==> config.mk <==
export PLATFORM = sky130hd
export DESIGN_NAME = chip8_mem_arb
export DESIGN_NICKNAME = d
export VERILOG_FILES = /design/src/rtl/chip8_mem_arb_pkg.sv /design/src/rtl/chip8_mem_arb_upload_fifo.sv /design/src/rtl/chip8_mem_arb.sv
export SDC_FILE = /design/constraint.sdc
export NUM_CORES = 1
export LEC_CHECK = 0
export CAP_MARGIN = 20
export CORE_UTILIZATION = 37
export CTS_CLUSTER_DIAMETER = 80
export DETAILED_ROUTE_END_ITERATION = 6
export PLACE_DENSITY = 0.76
export SETUP_SLACK_MARGIN = 0.05
export SYNTH_ARGS = -nofsm -noshare
export SYNTH_HDL_FRONTEND = slang
export SYNTH_SLANG_ARGS = --single-unit
==> constraint.sdc <==
create_clock -name clk -period 2 [get_ports clk]
set_input_delay 0.2 -clock clk [delete_from_list [all_inputs] [get_ports clk]]
set_output_delay 0.2 -clock clk [all_outputs]
set_load 0.005 [all_outputs]
==> src/rtl/chip8_mem_arb_pkg.sv <==
// Shared widths, FSM states and requester IDs for the Chip-8 RAM arbiter.
package chip8_mem_arb_pkg;

    localparam int unsigned ADDR_W = 12;
    localparam int unsigned DATA_W = 8;

    typedef enum logic [1:0] {
        StIdle    = 2'd0,
        StAccess  = 2'd1,
        StCapture = 2'd2
    } arb_state_e;

    typedef enum logic [1:0] {
        ReqUpload = 2'd0,
        ReqBlt    = 2'd1,
        ReqCpu    = 2'd2
    } req_id_e;

    typedef struct packed {
        logic [ADDR_W-1:0] a;
        logic [DATA_W-1:0] d;
    } up_entry_t;

endpackage

==> src/rtl/chip8_mem_arb_upload_fifo.sv <==
// Small synchronous FIFO buffering upload writes; pushes while full are ignored here
// and flagged by the arbiter.
module chip8_mem_arb_upload_fifo
    import chip8_mem_arb_pkg::*;
#(
    parameter int unsigned FIFO_DEPTH = 2
) (
    input  logic      clk,
    input  logic      res_n,
    input  logic      push,
    input  up_entry_t push_data,
    input  logic      pop,
    output up_entry_t pop_data,
    output logic      full,
    output logic      empty
);

    localparam int unsigned PtrW = $clog2(FIFO_DEPTH);
    localparam logic [PtrW:0] CountFull = (PtrW + 1)'(FIFO_DEPTH);

    up_entry_t       mem [FIFO_DEPTH];
    logic [PtrW-1:0] wr_ptr_q, rd_ptr_q;
    logic [PtrW:0]   count_q;
    logic            push_ok, pop_ok;

    assign full     = (count_q == CountFull);
    assign empty    = (count_q == '0);
    assign push_ok  = push & ~full;
    assign pop_ok   = pop & ~empty;
    assign pop_data = mem[rd_ptr_q];

    always_ff @(posedge clk) begin
        if (push_ok) begin
            mem[wr_ptr_q] <= push_data;
        end
    end

    // Pointers wrap naturally because the depth is a power of two.
    always_ff @(posedge clk or negedge res_n) begin
        if (!res_n) begin
            wr_ptr_q <= '0;
            rd_ptr_q <= '0;
            count_q  <= '0;
        end else begin
            if (push_ok) wr_ptr_q <= wr_ptr_q + 1'b1;
            if (pop_ok)  rd_ptr_q <= rd_ptr_q + 1'b1;
            if (push_ok && !pop_ok)      count_q <= count_q + 1'b1;
            else if (!push_ok && pop_ok) count_q <= count_q - 1'b1;
        end
    end

endmodule

==> src/rtl/chip8_mem_arb.sv <==
// Serialises upload writes, blitter and CPU onto the single-port Chip-8 RAM.
// Define CHIP8_ARB_RR_EN for round-robin between blitter and CPU (default: blitter first).
module chip8_mem_arb
    import chip8_mem_arb_pkg::*;
#(
    parameter int unsigned FIFO_DEPTH = 2
) (
    input  logic              clk,
    input  logic              res_n,
    input  logic              uploading,
    input  logic              up_we,
    input  logic [ADDR_W-1:0] up_a,
    input  logic [DATA_W-1:0] up_d,
    output logic              up_overflow,
    input  logic              cpu_req,
    input  logic              cpu_we,
    input  logic [ADDR_W-1:0] cpu_a,
    input  logic [DATA_W-1:0] cpu_d,
    output logic              cpu_ack,
    output logic [DATA_W-1:0] cpu_q,
    input  logic              blt_req,
    input  logic              blt_we,
    input  logic [ADDR_W-1:0] blt_a,
    input  logic [DATA_W-1:0] blt_d,
    output logic              blt_ack,
    output logic [DATA_W-1:0] blt_q,
    output logic              ram_en,
    output logic              ram_we,
    output logic [ADDR_W-1:0] ram_a,
    output logic [DATA_W-1:0] ram_d,
    input  logic [DATA_W-1:0] ram_q,
    output logic              busy
);

    arb_state_e state_q;
    req_id_e    winner_q;
    logic       uploading_q;
    logic       fifo_full, fifo_empty, fifo_pop;
    up_entry_t  fifo_out, up_entry;
    logic       grant_blt, grant_cpu;
`ifdef CHIP8_ARB_RR_EN
    logic       last_was_blt_q;
`endif

    assign up_entry = {up_a, up_d};
    assign fifo_pop = (state_q == StIdle) && !fifo_empty;
    assign busy     = (state_q != StIdle) || !fifo_empty;

    chip8_mem_arb_upload_fifo #(
        .FIFO_DEPTH(FIFO_DEPTH)
    ) u_fifo (
        .clk      (clk),
        .res_n    (res_n),
        .push     (up_we),
        .push_data(up_entry),
        .pop      (fifo_pop),
        .pop_data (fifo_out),
        .full     (fifo_full),
        .empty    (fifo_empty)
    );

    // No requester grant in an ack cycle: the acked side is not yet eligible, and holding
    // off one cycle lets it re-request so priority (or round-robin) decides the next tie.
    always_comb begin
        grant_blt = 1'b0;
        grant_cpu = 1'b0;
        if (state_q == StIdle && fifo_empty && !uploading && !blt_ack && !cpu_ack) begin
`ifdef CHIP8_ARB_RR_EN
            if (blt_req && cpu_req) begin
                grant_blt = !last_was_blt_q;
                grant_cpu = last_was_blt_q;
            end else begin
                grant_blt = blt_req;
                grant_cpu = cpu_req;
            end
`else
            grant_blt = blt_req;
            grant_cpu = cpu_req && !blt_req;
`endif
        end
    end

    always_ff @(posedge clk or negedge res_n) begin
        if (!res_n) begin
            state_q        <= StIdle;
            winner_q       <= ReqUpload;
            uploading_q    <= 1'b0;
            up_overflow    <= 1'b0;
            cpu_ack        <= 1'b0;
            blt_ack        <= 1'b0;
            cpu_q          <= '0;
            blt_q          <= '0;
            ram_en         <= 1'b0;
            ram_we         <= 1'b0;
            ram_a          <= '0;
            ram_d          <= '0;
`ifdef CHIP8_ARB_RR_EN
            last_was_blt_q <= 1'b0;
`endif
        end else begin
            cpu_ack     <= 1'b0;
            blt_ack     <= 1'b0;
            ram_en      <= 1'b0;
            ram_we      <= 1'b0;
            uploading_q <= uploading;
            if (uploading && !uploading_q) up_overflow <= 1'b0;
            if (up_we && fifo_full)        up_overflow <= 1'b1;

            unique case (state_q)
                StIdle: begin
                    if (fifo_pop) begin
                        state_q  <= StAccess;
                        winner_q <= ReqUpload;
                        ram_en   <= 1'b1;
                        ram_we   <= 1'b1;
                        ram_a    <= fifo_out.a;
                        ram_d    <= fifo_out.d;
                    end else if (grant_blt) begin
                        state_q  <= StAccess;
                        winner_q <= ReqBlt;
                        ram_en   <= 1'b1;
                        ram_we   <= blt_we;
                        ram_a    <= blt_a;
                        ram_d    <= blt_d;
`ifdef CHIP8_ARB_RR_EN
                        last_was_blt_q <= 1'b1;
`endif
                    end else if (grant_cpu) begin
                        state_q  <= StAccess;
                        winner_q <= ReqCpu;
                        ram_en   <= 1'b1;
                        ram_we   <= cpu_we;
                        ram_a    <= cpu_a;
                        ram_d    <= cpu_d;
`ifdef CHIP8_ARB_RR_EN
                        last_was_blt_q <= 1'b0;
`endif
                    end
                end
                StAccess: begin
                    // ram_we still holds the winner's direction during ACCESS.
                    if (ram_we) begin
                        state_q <= StIdle;
                        blt_ack <= (winner_q == ReqBlt);
                        cpu_ack <= (winner_q == ReqCpu);
                    end else begin
                        state_q <= StCapture;
                    end
                end
                StCapture: begin
                    state_q <= StIdle;
                    if (winner_q == ReqBlt) begin
                        blt_q   <= ram_q;
                        blt_ack <= 1'b1;
                    end else begin
                        cpu_q   <= ram_q;
                        cpu_ack <= 1'b1;
                    end
                end
                default: state_q <= StIdle;
            endcase
        end
    end

endmodule

* Word level (Yosys, flattened, before mapping) *
Memory sizes are Yosys's and may differ from the RTL's.
Cells that the tools add are included.
W data, S select, Z words.

storage, ports and cells
  bits in registers = 50
  logic and storage cells = 95
  memories = 1
  input bits = 76
  output and inout port bits = 42
  bits in writable memories = 40

memories
  memory      depth  bits a word  rd ports  clocked after memory_dff  write ports  line                             source
  u_fifo.mem  2      20           1         0                         1            chip8_mem_arb_upload_fifo.sv:21  up_entry_t mem [FIFO_DEPTH];

cells by class
  bitwise operators = 5
  reductions and logical operators = 28
  eq/ne operators = 6
  mux-type cells = 36
  $add $sub $neg = 4

operator list
  operator               number
  $mux W12               3
  $mux W8                3
  $mux W1                18
  $mux W2                9
  $logic_and A1 B1 Y1    10
  $logic_not A1 Y1       8
  $eq A2 B2 Y1 const B   3
  $reduce_and A2 Y1      3
  $reduce_bool A2 Y1     3
  $eq A2 B1 Y1 const B   2
  $logic_not A2 Y1       2
  $ne A4 B3 Y1 const B   1
  $pmux W1 S2            2
  $pmux W2 S2            1
  $not A1 Y1             3
  $reduce_bool A3 Y1     1
  $add A1 B1 Y1 const B  2
  $add A2 B1 Y2 const B  1
  $and A1 B1 Y1          2
  $sub A2 B1 Y2 const B  1
  $logic_or A1 B1 Y1     1

* Longest topological paths before layout *
  depth after elaboration = 10
  depth in mapped cells = 8
  depth with buffers taken out = 7

* Hierarchy *
Synthesis repeated with hierarchy kept, for this count alone.

unflattened totals
  cells, all modules = 275
  area, all modules = 3,886.2 um^2

modules (own cells, without submodules)
  module                     sequential area each (um^2)  area each (um^2)  instances  cells each
  chip8_mem_arb              1,151.1                      2,248.4           1          194
  chip8_mem_arb_upload_fifo  1,301.2                      1,637.8           1          81

* Worst setup path before layout *
Ideal clock, no wire load.

  kind = reg-to-reg
  from = register u_fifo.count_q[0]
  to = memory u_fifo.mem[0][0] in the netlist's numbering, enable pin
  cell stages (with the launch flop) = 5
  period minus slack after synthesis = 2,084 ps
  arrival time = 1,688 ps
  data required time = 1,603 ps
  setup time = 397 ps
  buffers on the path = 1
  slack = -84 ps
  path through = dfrtp_1 -> clkbuf_1 -> nand2b_1 -> nand2_1 -> nor2_1

between the ends
  longest elaborated chain between the ends = 5

ends and longest elaborated chain
  element                        line                             source
  start: declaration             chip8_mem_arb_upload_fifo.sv:23  logic [PtrW:0] count_q;
  start signal: assignment       chip8_mem_arb_upload_fifo.sv:47  if (push_ok && !pop_ok) count_q <= count_q + 1'b1;
  start signal: assignment       chip8_mem_arb_upload_fifo.sv:48  else if (!push_ok && pop_ok) count_q <= count_q - 1'b1;
  $eq A2 B2 Y1                   chip8_mem_arb_upload_fifo.sv:26  assign full = (count_q == CountFull);
  $not A1 Y1                     chip8_mem_arb_upload_fifo.sv:28  assign push_ok = push & ~full;
  $and A1 B1 Y1                  chip8_mem_arb_upload_fifo.sv:28
  $mux W1                        chip8_mem_arb_upload_fifo.sv:33  if (push_ok) begin
  $mux W1 (implied by the code)  chip8_mem_arb_upload_fifo.sv:34  mem[wr_ptr_q] <= push_data;
  end: declaration               chip8_mem_arb_upload_fifo.sv:21

No other way between the ends.

* Worst setup path in the final report *
  from = register state_q[0]
  to = register ram_a[1]

between the ends
  longest elaborated chain between the ends = 8
  elaborated cells on any way between the ends = 12
  classes of those cells = mux (4); reduce/logical (8)

ends and longest elaborated chain
  element                                                          line                                                            source
  start: declaration                                               chip8_mem_arb.sv:35                                             arb_state_e state_q;
  start signal: assignment                                         chip8_mem_arb.sv:85                                             state_q <= StIdle;
  start signal: assignment                                         chip8_mem_arb.sv:112                                            state_q <= StAccess;
  start signal: assignment                                         chip8_mem_arb.sv:119                                            state_q <= StAccess;
  $logic_not A2 Y1 (*)                                             chip8_mem_arb.sv:46, chip8_mem_arb.sv:67, chip8_mem_arb.sv:109
  $logic_and A1 B1 Y1 (4 in series)                                chip8_mem_arb.sv:67                                             if (state_q == StIdle && fifo_empty && !uploading && !blt_ack && !cpu_ack) begin
  $mux W1                                                          chip8_mem_arb.sv:67
  $reduce_bool A3 Y1 (no line) / $mux W12 (equally long branches)  -
  $reduce_and A2 Y1 (no line) / $mux W12 (equally long branches)   -
  end signal: assignment                                           chip8_mem_arb.sv:116                                            ram_a <= fifo_out.a;
  end signal: assignment                                           chip8_mem_arb.sv:123                                            ram_a <= blt_a;
  end signal: assignment                                           chip8_mem_arb.sv:133                                            ram_a <= cpu_a;
  end: declaration                                                 chip8_mem_arb.sv:29                                             output logic [ADDR_W-1:0] ram_a,

Mark *: on every way between the ends. The rest lies on a longest branch, timed or not.
A chain may end at the register's enable or synchronous reset.

==> impl_metrics.env <==
export IMPL_status="complete, no violations"
export IMPL_setup_viol=0
export IMPL_min_period_over_period=0.985
export IMPL_fmax_ghz=0.508
export IMPL_synth_top_area_frac=0.306
export IMPL_synth_fp_nets=386
export IMPL_maxCapViolations=0
export IMPL_async_flop_share=0.556
export IMPL_dr_first_iter_drc_count=177
export IMPL_startpoint_type="register"
export IMPL_p_leak_nw=2.32
export IMPL_gp_congestion=0.820
export IMPL_hold_violations=0
export IMPL_slew_headroom=0.606
export IMPL_post_route_drc_count=0
export IMPL_power_density_nw_per_um2=1450
export IMPL_synthFlopType="dfrtp_1"
export IMPL_finalCriticalPeriod_ns=1.97
export IMPL_drive_gt1_frac=0.273
export IMPL_postSynthAreaPerCell_sq_um=13.4
export IMPL_r2r_start="state_q[0]"
export IMPL_grt_pass1_wl_um=16800
export IMPL_tightest_slew_ns=0.592
export IMPL_area_growth_pct=49.2
export IMPL_drt_wl_total_um=11100
export IMPL_cp_max_fo=6
export IMPL_synth_area_leader_cell="dfrtp_1"
export IMPL_cp_end_kind="register"
export IMPL_synthTopCellsByCount="dfrtp_1, edfxtp_1, mux2_2"
export IMPL_via_per_inst=5.46
export IMPL_num_rows=37
export IMPL_crit_arrival_ns=2.24
export IMPL_synth_seq_cells=90
export IMPL_critPathRequiredTime_ns=2.27
export IMPL_critPathSlowestCell="or4b_4"
export IMPL_grt_antenna_before_repair=0
export IMPL_post_route_worst_setup_slack_ns=0.0307
export IMPL_synth_cell_types=42
export IMPL_ir_drop_uv=689
export IMPL_final_antenna_net_count=0
export IMPL_dp_hpwl_um=7740
export IMPL_boundaryPins=118
export IMPL_grt_max_degree=25
export IMPL_ys_seq_area_frac=0.600
export IMPL_overflow=0
export IMPL_hold_path_class="in2async"
export IMPL_worstSetupPathType="reg2reg"
export IMPL_dieArea_sq_um=11500
export IMPL_clk_pin_slew_ns=0.09
export IMPL_grt_pass1_vias=3284
export IMPL_worstRegToRegCells=7
export IMPL_layout_nets=526
export IMPL_track_usage=0.193
export IMPL_slew_viol_final=0
export IMPL_cts_root_buf="clkbuf_8"
export IMPL_crit_start="state_q[0]"
export IMPL_syn_inst=305
export IMPL_clk_path_buf_depth=2
export IMPL_dr_pass1_iters=5
export IMPL_r2r_slack_ns=0.03
export IMPL_die_h_um=107
export IMPL_cts_buffers_inserted=9
export IMPL_critical_path_cell_chain="inv_2, ha_4, or4b_4, buf_12, o21a_4, clkbuf_16, a32oi_1"
export IMPL_rsz0062_at_grt="yes"
export IMPL_num_antenna_cells=0
export IMPL_rr_endpoint="ram_a[1]"
export IMPL_htree_levels=3
export IMPL_synth_edf_count=40
export IMPL_fin_skew_ns=0.0110
export IMPL_ys_warnings_count=0
export IMPL_place_ws_ns=-0.244
export IMPL_core_sq_um=10500
export IMPL_wire_per_inst_um=19.0
export IMPL_initial_core_util=0.389
export IMPL_ys_top_cells_by_area="dfrtp_1, edfxtp_1, mux2_2"
export IMPL_cpPeakStageDelay_ns=0.54
export IMPL_clock_latency_ns=0.36
export IMPL_routed_via_count=3199
export IMPL_die_x_um=107
export IMPL_cts_tree="yes"
export IMPL_total_power_mw=8.82
export IMPL_synth_area_sq_um=4080
export IMPL_port_buffers=117
export IMPL_synth_most_common_cell="dfrtp_1"
export IMPL_clock_sinks=90
worst max-delay path by stage:
stage                             to  slack (ns)  cells past startpoint
after floorplan           state_q[0]        0.07                      6
after CTS                   ram_d[0]        0.02                      7
after global placement    state_q[0]       -0.21                      5
after global routing        ram_a[1]       -0.04                      7
after detailed placement    ram_d[0]       -0.24                      6
final                       ram_a[1]        0.03                      7
report_power, final:
group	switching, mW	internal [mW]	total, mW	leakage, nW
clock	0.671	0.686	1.36	0.112
sequential	0.353	2.61	2.97	0.940
combinational	2.03	2.47	4.50	1.27
total	3.05	5.77	8.82	2.32
logic make-up after synthesis:
logic type                 synth area share
AOI/OAI and AO/OA                     0.155
buffers and inverters                0.0567
and+or+nand+nor                      0.0570
adders and majority gates            0.0153
DFF                                   0.600
xor gates and xnor gates             0.0107
muxes                                 0.104
worst max-delay path: cells and delay by family, from the launching register on:
kind | cells | cell delay, ns
simple gates | 1 | 0.54
compound gates | 2 | 0.38
fa+ha+maj | 1 | 0.13
flops | 1 | 0.40
buf+inv | 3 | 0.43
state kept, by name (all words and copies together) (netlist names):
| signal | cells |
|---|---|
| up_overflow | 1 |
| uploading_q | 1 |
| ram_we | 1 |
| blt_q | 8 |
| u_fifo.count_q | 2 |
| cpu_q | 8 |
| ram_d | 8 |
| blt_ack | 1 |
| u_fifo.rd_ptr_q | 1 |
| state_q | 2 |
| u_fifo.wr_ptr_q | 1 |
| u_fifo.mem | 40 |
| ram_a | 12 |
| cpu_ack | 1 |
| ram_en | 1 |
| winner_q | 2 |
what timing repair did:
| item | in CTS | in global routing |
|---|---|---|
| endpoints found under the setup margin | 24 | 22 |
| hold buffers | 1 | 0 |
| gates resized for setup | 1 | 24 |
| hold endpoints to repair | 22 | 0 |
| pin swaps | 0 | 7 |
| buffers inserted | 0 | 1 |
| cloned | 0 | 3 |
stage by stage:
step	setup TNS (ns)	std cells	hold slack (ns)	util	instance area, sq um
3_5_place_dp	-4.77	565	0.234	0.534	5610
3_3_place_gp	-3.96	565	0.225	0.534	5610
4_1_cts	0	582	0.377	0.556	5850
5_1_grt	-0.0992	586	0.408	0.580	6090
6_report	0	586	0.369	0.580	6090
2_1_floorplan	0	305	-0.0956	-	4090
layout make-up:
class	instances	area [sq um]
Timing Repair Buffer	154	1550
Multi-Input combinational cell	163	1590
Fill cell	820	4420
Clock buffer	13	203
Inverter	27	101
Clock inverter	3	22.5
Sequential cell	90	2450
Tap cell	136	170
routing by layer:
layer  global-route usage  vias up  routed length (um)
met5                    0        -                   0
met4               0.0714        0                 210
met3               0.0359       20                 706
met2                0.339      142                5700
met1                0.234     1586                4530
li1                     -     1451                   -
layout by cell type (no fill, tap or decap), types with 11 or more instances in the layout:
| cell | Yosys | final |
|---|---|---|
| edfxtp_1 | 40 | 40 |
| o32ai_2 | 4 | 13 |
| clkdlybuf4s50_1 | 0 | 116 |
| inv_1 | 27 | 25 |
| dfrtp_1 | 50 | 50 |
| nand3_1 | 20 | 20 |
| mux2_2 | 36 | 36 |
| o211ai_1 | 20 | 20 |
| buf_4 | 1 | 28 |
| a32oi_1 | 20 | 11 |
(Power assumes the default switching activity.)
==> patch 1 (config.mk and constraints unchanged) <==
Build with the macro `CHIP8_ARB_RR_EN` defined.
--- a/src/rtl/chip8_mem_arb.sv
+++ b/src/rtl/chip8_mem_arb.sv
@@ -1,5 +1,7 @@
 // Serialises upload writes, blitter and CPU onto the single-port Chip-8 RAM.
 // Define CHIP8_ARB_RR_EN for round-robin between blitter and CPU (default: blitter first).
+`define CHIP8_ARB_RR_EN
+
 module chip8_mem_arb
     import chip8_mem_arb_pkg::*;
 #(
Formal check against the unedited RTL: not equivalent (a bounded check fails within 10 cycles, from zero or initial values).
==> patch 1 against the original RTL <==
Total power up 8.2%. Combinational power is 6.4% higher. Final area increased by 7.4%. Clock skew fell by 4.7 ps. Sequential cell count grew 1. Worst setup slack gained 8.3 ps. First-iteration DRC count shrank 9.6%. Count of clock-buffer cells in the layout shrank 3. Hold slack improved by 72 ps. Maximum frequency grew 0.42%. Synthesized area is 2.4% higher. Routed wire length is 4.9% higher. Critical path type unchanged. Largest cell class unchanged.
==> patch 1: results (changes against the original RTL) <==
[clock_network]
clk_latency_ps = 340  ; -20 ps
clk_pin_slew_ps = 70  ; -20 ps
root_buffer = clkbuf_16
cts_max_level = 3  ; unchanged

[sta]
slew_headroom = 0.429  ; -0.176
clock_skew_ps = 6.31  ; -4.73 ps
finalHoldWorstSlack_ps = 440  ; +71.7 ps

[pwr]
p_sw_w = 0.00342  ; +12%
p_leak_nw = 2.29  ; -1.5%
worst_ir_drop_vdd_uv = 620  ; -10%

[critical_path]
critPathMaxFanout = 5  ; -1
reg2regPathDepth = 6  ; -1
worst_path_largest_cell_delay_ps = 560  ; +20 ps
rr_endpoint = ram_a[6]
crit_arrival_ps = 2150  ; -90 ps

[yosys]
synth_common_cells = dfrtp_1 (51), edfxtp_1 (40), nor2_1 (24)
seq_area_frac_synth = 0.592  ; -0.00821
yosys-top-cells-area = dfrtp_1 (31%), edfxtp_1 (29%), a2111oi_2 (5.7%)
async_reset_ff_frac = 0.560  ; +0.00488
synth_nets = 388  ; +0.52%

[placement]
gp_congestion = 0.889  ; +8.3%
hpwl_um = 7380  ; -4.6%
pre_cts_slack_ps = -145  ; +98.7 ps

[route]
dr.pass1.iters = 4  ; -1
wl_um = 11700  ; +4.9%
drtIter0Drc = 160  ; -9.6%

[global_routing]
use_met1 = 0.234  ; -0.000377
grt_first_pass_wirelength_um = 16100  ; -4.0%
grt_max_degree = 52  ; +110%
grtUsageTotal = 0.184  ; -0.00886
grt_use_met2 = 0.304  ; -0.0348
grt_pass1_vias = 3180  ; -3.2%

[worst_hold_path]
hp-class = in -> reg

[status]
status = completed

[final_layout]
fin_nets = 535  ; +1.7%

patch 1: cell count changes in the layout (fill, tap and decap cells not counted), moves of 18 or more:
cell and delta:
mux2_2 -19, nand4_1 +20, nor2_1 +18, a2111oi_4 +20, nand3_1 -20, nor2b_1 +20, inv_1 -20, o211ai_1 -19
patch 1: repair_timing:
| action | 4_1_cts | 5_1_grt |
|---|---|---|
| cloned | 1 | 3 |
| setup endpoints to repair | 22 | 25 |
| buffers inserted | 0 | 14 |
| pin swaps | 1 | 36 |
| hold buffers | 1 | 0 |
| hold endpoints to repair | 9 | 0 |
| resized for setup | 4 | 47 |
patch 1: area by class of cell:
class	count	area [µm²]
clock buffer	10	229
clock inverter	6	66.3
multi-input combinational	185	1970
tap	140	175
fill	852	4400
sequential	91	2480
inverter	8	30.0
timing repair buffer	159	1590
patch 1: routing by layer:
metal | wire (µm) | vias to the layer above
met3 | 713 | 23
met1 | 4940 | 1639
met4 | 200 | 0
li1 | - | 1515
met5 | 0 | -
met2 | 5830 | 113
patch 1: kinds of logic (layout without fill, tap and decap cells):
logic type,Yosys count,in the layout,share of synthesized area
AO/OA/AOI/OAI,77,78,0.191
XOR/XNOR,5,5,0.0105
adder cells (fa/ha/maj),5,5,0.0150
buffers and inverters,32,183,0.0347
flip-flops,91,91,0.592
multiplexers,18,18,0.0482
AND/OR/NAND/NOR,79,79,0.109
patch 1: worst max-delay path by stage:
stage | slack (ps) | end | from
final | 40 | ram_a[6] | state_q[0]
after global routing | -20 | ram_a[6] | state_q[0]
after CTS | -2 | ram_d[4] | state_q[0]
after detailed placement | -150 | ram_d[2] | blt_req
after global placement | -80 | ram_a[11] | blt_req
after floorplan | 100 | u_fifo.mem[0][0] | u_fifo.count_q[0]
patch 1: worst reg2reg max path, cell delays in order (launching register included):
cell       delay [ps]
dfrtp_1           410
inv_2             100
ha_4              130
or4b_4            560
buf_16            200
a2111oi_4         320
a221oi_2          100
patch 1: power groups by stage:
| stage | logic (W) | registers [W] | clock network [W] |
|---|---|---|---|
| after floorplan | 0.00211 | 0.00306 | 0 |
| after global placement | 0.00378 | 0.00305 | 0 |
| after detailed placement | 0.00387 | 0.00309 | 0 |
| after CTS | 0.00397 | 0.00305 | 0.00170 |
| after global routing | 0.00515 | 0.00315 | 0.00178 |
| final | 0.00479 | 0.00308 | 0.00167 |
patch 1: stage by stage:
| step | area (µm²) | cells |
|---|---|---|
| global route | 6540 | 599 |
| CTS | 5980 | 582 |
| finish | 6540 | 599 |
| floorplan | 4180 | 307 |
| global placement | 5630 | 564 |
| detailed placement | 5630 | 564 |
==> patch 2 (same flow settings) <==
Without the edit above. Re-encode `req_id_e` (3 values) as one-hot, 3 bits wide.
--- a/src/rtl/chip8_mem_arb_pkg.sv
+++ b/src/rtl/chip8_mem_arb_pkg.sv
@@ -10,10 +10,10 @@
         StCapture = 2'd2
     } arb_state_e;
 
-    typedef enum logic [1:0] {
-        ReqUpload = 2'd0,
-        ReqBlt    = 2'd1,
-        ReqCpu    = 2'd2
+    typedef enum logic [2:0] {
+        ReqUpload = 3'b001,
+        ReqBlt    = 3'b010,
+        ReqCpu    = 3'b100
     } req_id_e;
 
     typedef struct packed {
Function: no difference found for any inputs over 4 cycles, from zero or initial values; so few cycles prove little.
==> patch 2 against the original RTL <==
Critical path depth down 1. Worst setup slack improved by 24 ps. Routed wire length fell by 4.6%. Global-route usage barely moved. Synthesized area increased by 1.1%. Final area decreased by 3.7%. Critical endpoint is now ram_a[11]. Sequential cell count rose by 1. Critical path type unchanged. Total power down 7.5%.
==> patch 2: results (changes against the original RTL) <==
[final_layout]
drive_gt1_frac = 0.225  ; -0.0486
fill_cells = 936  ; +14%

[worst_hold_path]
min_path_cells = 1
hp-class = in -> reg

[yosys]
synthAdderAreaFrac = 0.0152  ; -0.000167
yosys-top-cells-area = dfrtp_1 (30%), edfxtp_1 (29%), mux2_2 (9.8%)
seq_area_frac_synth = 0.600  ; about the same
synthMuxAreaShare = 0.103  ; -0.00114
synth_xor_area_frac = 0.0106  ; -0.000117
async_reset_ff_frac = 0.560  ; +0.00488
synth_compound_area_frac = 0.154  ; -0.00169
synth_cell_types = 40  ; -4.8%
ys_warn_count = 0  ; unchanged
synth_nets = 391  ; +1.3%

[critical_path]
rrSetupSlack_ps = 50  ; +20 ps
critPathMaxFanout = 27  ; +21
rr_endpoint = ram_a[11]
crit_arrival_ps = 2180  ; -60 ps
reg2regPathDepth = 6  ; -1
worst_path_largest_cell_delay_ps = 500  ; -40 ps

[global_routing]
grt_max_degree = 33  ; +32%
grtUsageTotal = 0.193  ; +0.000211
grt_first_pass_wirelength_um = 16600  ; -1.4%

[placement]
dpl_cell_area_um2 = 5610  ; about the same
gp_congestion = 0.753  ; -8.2%
hpwl_um = 7420  ; -4.1%
pre_cts_slack_ps = -281  ; -37.3 ps

[route]
vias = 3109  ; -2.8%
wl_um = 10600  ; -4.6%

[status]
status = completed

[clock_network]
cts_buffers = 9  ; unchanged

[sta]
worst_pin_slew_ps = 706  ; +114 ps
finalHoldWorstSlack_ps = 406  ; +37.6 ps

[pwr]
p_leak_nw = 2.25  ; -3.3%

-- patch 2: cell count changes after synthesis, sizes merged --
cell	delta
a21boi	-1
a21oi	+1
and3b	-1
dfstp	+1
nand2	+1
nand3b	-1
nand4b	+1
nor2	+3
nor3b	+1
nor4b	-1
o21a	+1
o21ai	-1
or3b	+1
-- patch 2: logic make-up after synthesis --
kind of cell,count (synthesis)
compound gates,74
xor+xnor,5
fa+ha+maj,5
buf+inv,52
flops,91
mux,38
simple gates,45
-- patch 2: power by group --
part / internal, W / switching [W]
Clock: 0.000584 / 0.000669
Combinational: 0.00211 / 0.00184
Sequential: 0.00262 / 0.000332
-- patch 2: cell type report --
class / instances / area (µm²) / area share
Sequential cell: 91 / 2480 / 0.422
Multi-Input combinational cell: 167 / 1480 / 0.252
Timing Repair Buffer: 144 / 1430 / 0.244
Tap cell: 140 / 175 / 0.0299
Clock buffer: 9 / 124 / 0.0211
Inverter: 27 / 101 / 0.0173
Clock inverter: 7 / 76.3 / 0.0130
-- patch 2: layer usage --
layer  GRT usage  up-vias  wire [µm]
met5           0        -          0
met4      0.0802        0        221
met3      0.0375       17        589
met2       0.327      104       5520
met1       0.240     1545       4300
li1            -     1443          -
-- patch 2: stage by stage --
step | cells | power [W] | TNS (ps)
after floorplan | 310 | 0.00505 | 0
after global placement | 567 | 0.00670 | -4340
after detailed placement | 567 | 0.00687 | -5100
after CTS | 584 | 0.00816 | 0
after global routing | 585 | 0.00864 | -34.3
final | 585 | 0.00816 | 0
-- patch 2: worst max path at each step --
| stage | startpoint | endpoint | slack, ps | cells past startpoint |
|---|---|---|---|---|
| detailed placement | uploading | ram_a[10] | -280 | 5 |
| global placement | uploading | ram_d[7] | -220 | 5 |
| CTS | state_q[0] | ram_a[3] | 60 | 6 |
| finish | state_q[1] | ram_a[11] | 50 | 6 |
| floorplan | state_q[0] | state_q[0] | 70 | 6 |
| global route | state_q[1] | ram_a[6] | -10 | 6 |
-- patch 2: repair_timing --
action	4_1_cts	5_1_grt
resized for setup	2	5
setup endpoints to repair	24	21
hold endpoints to repair	29	0
hold buffers	1	0
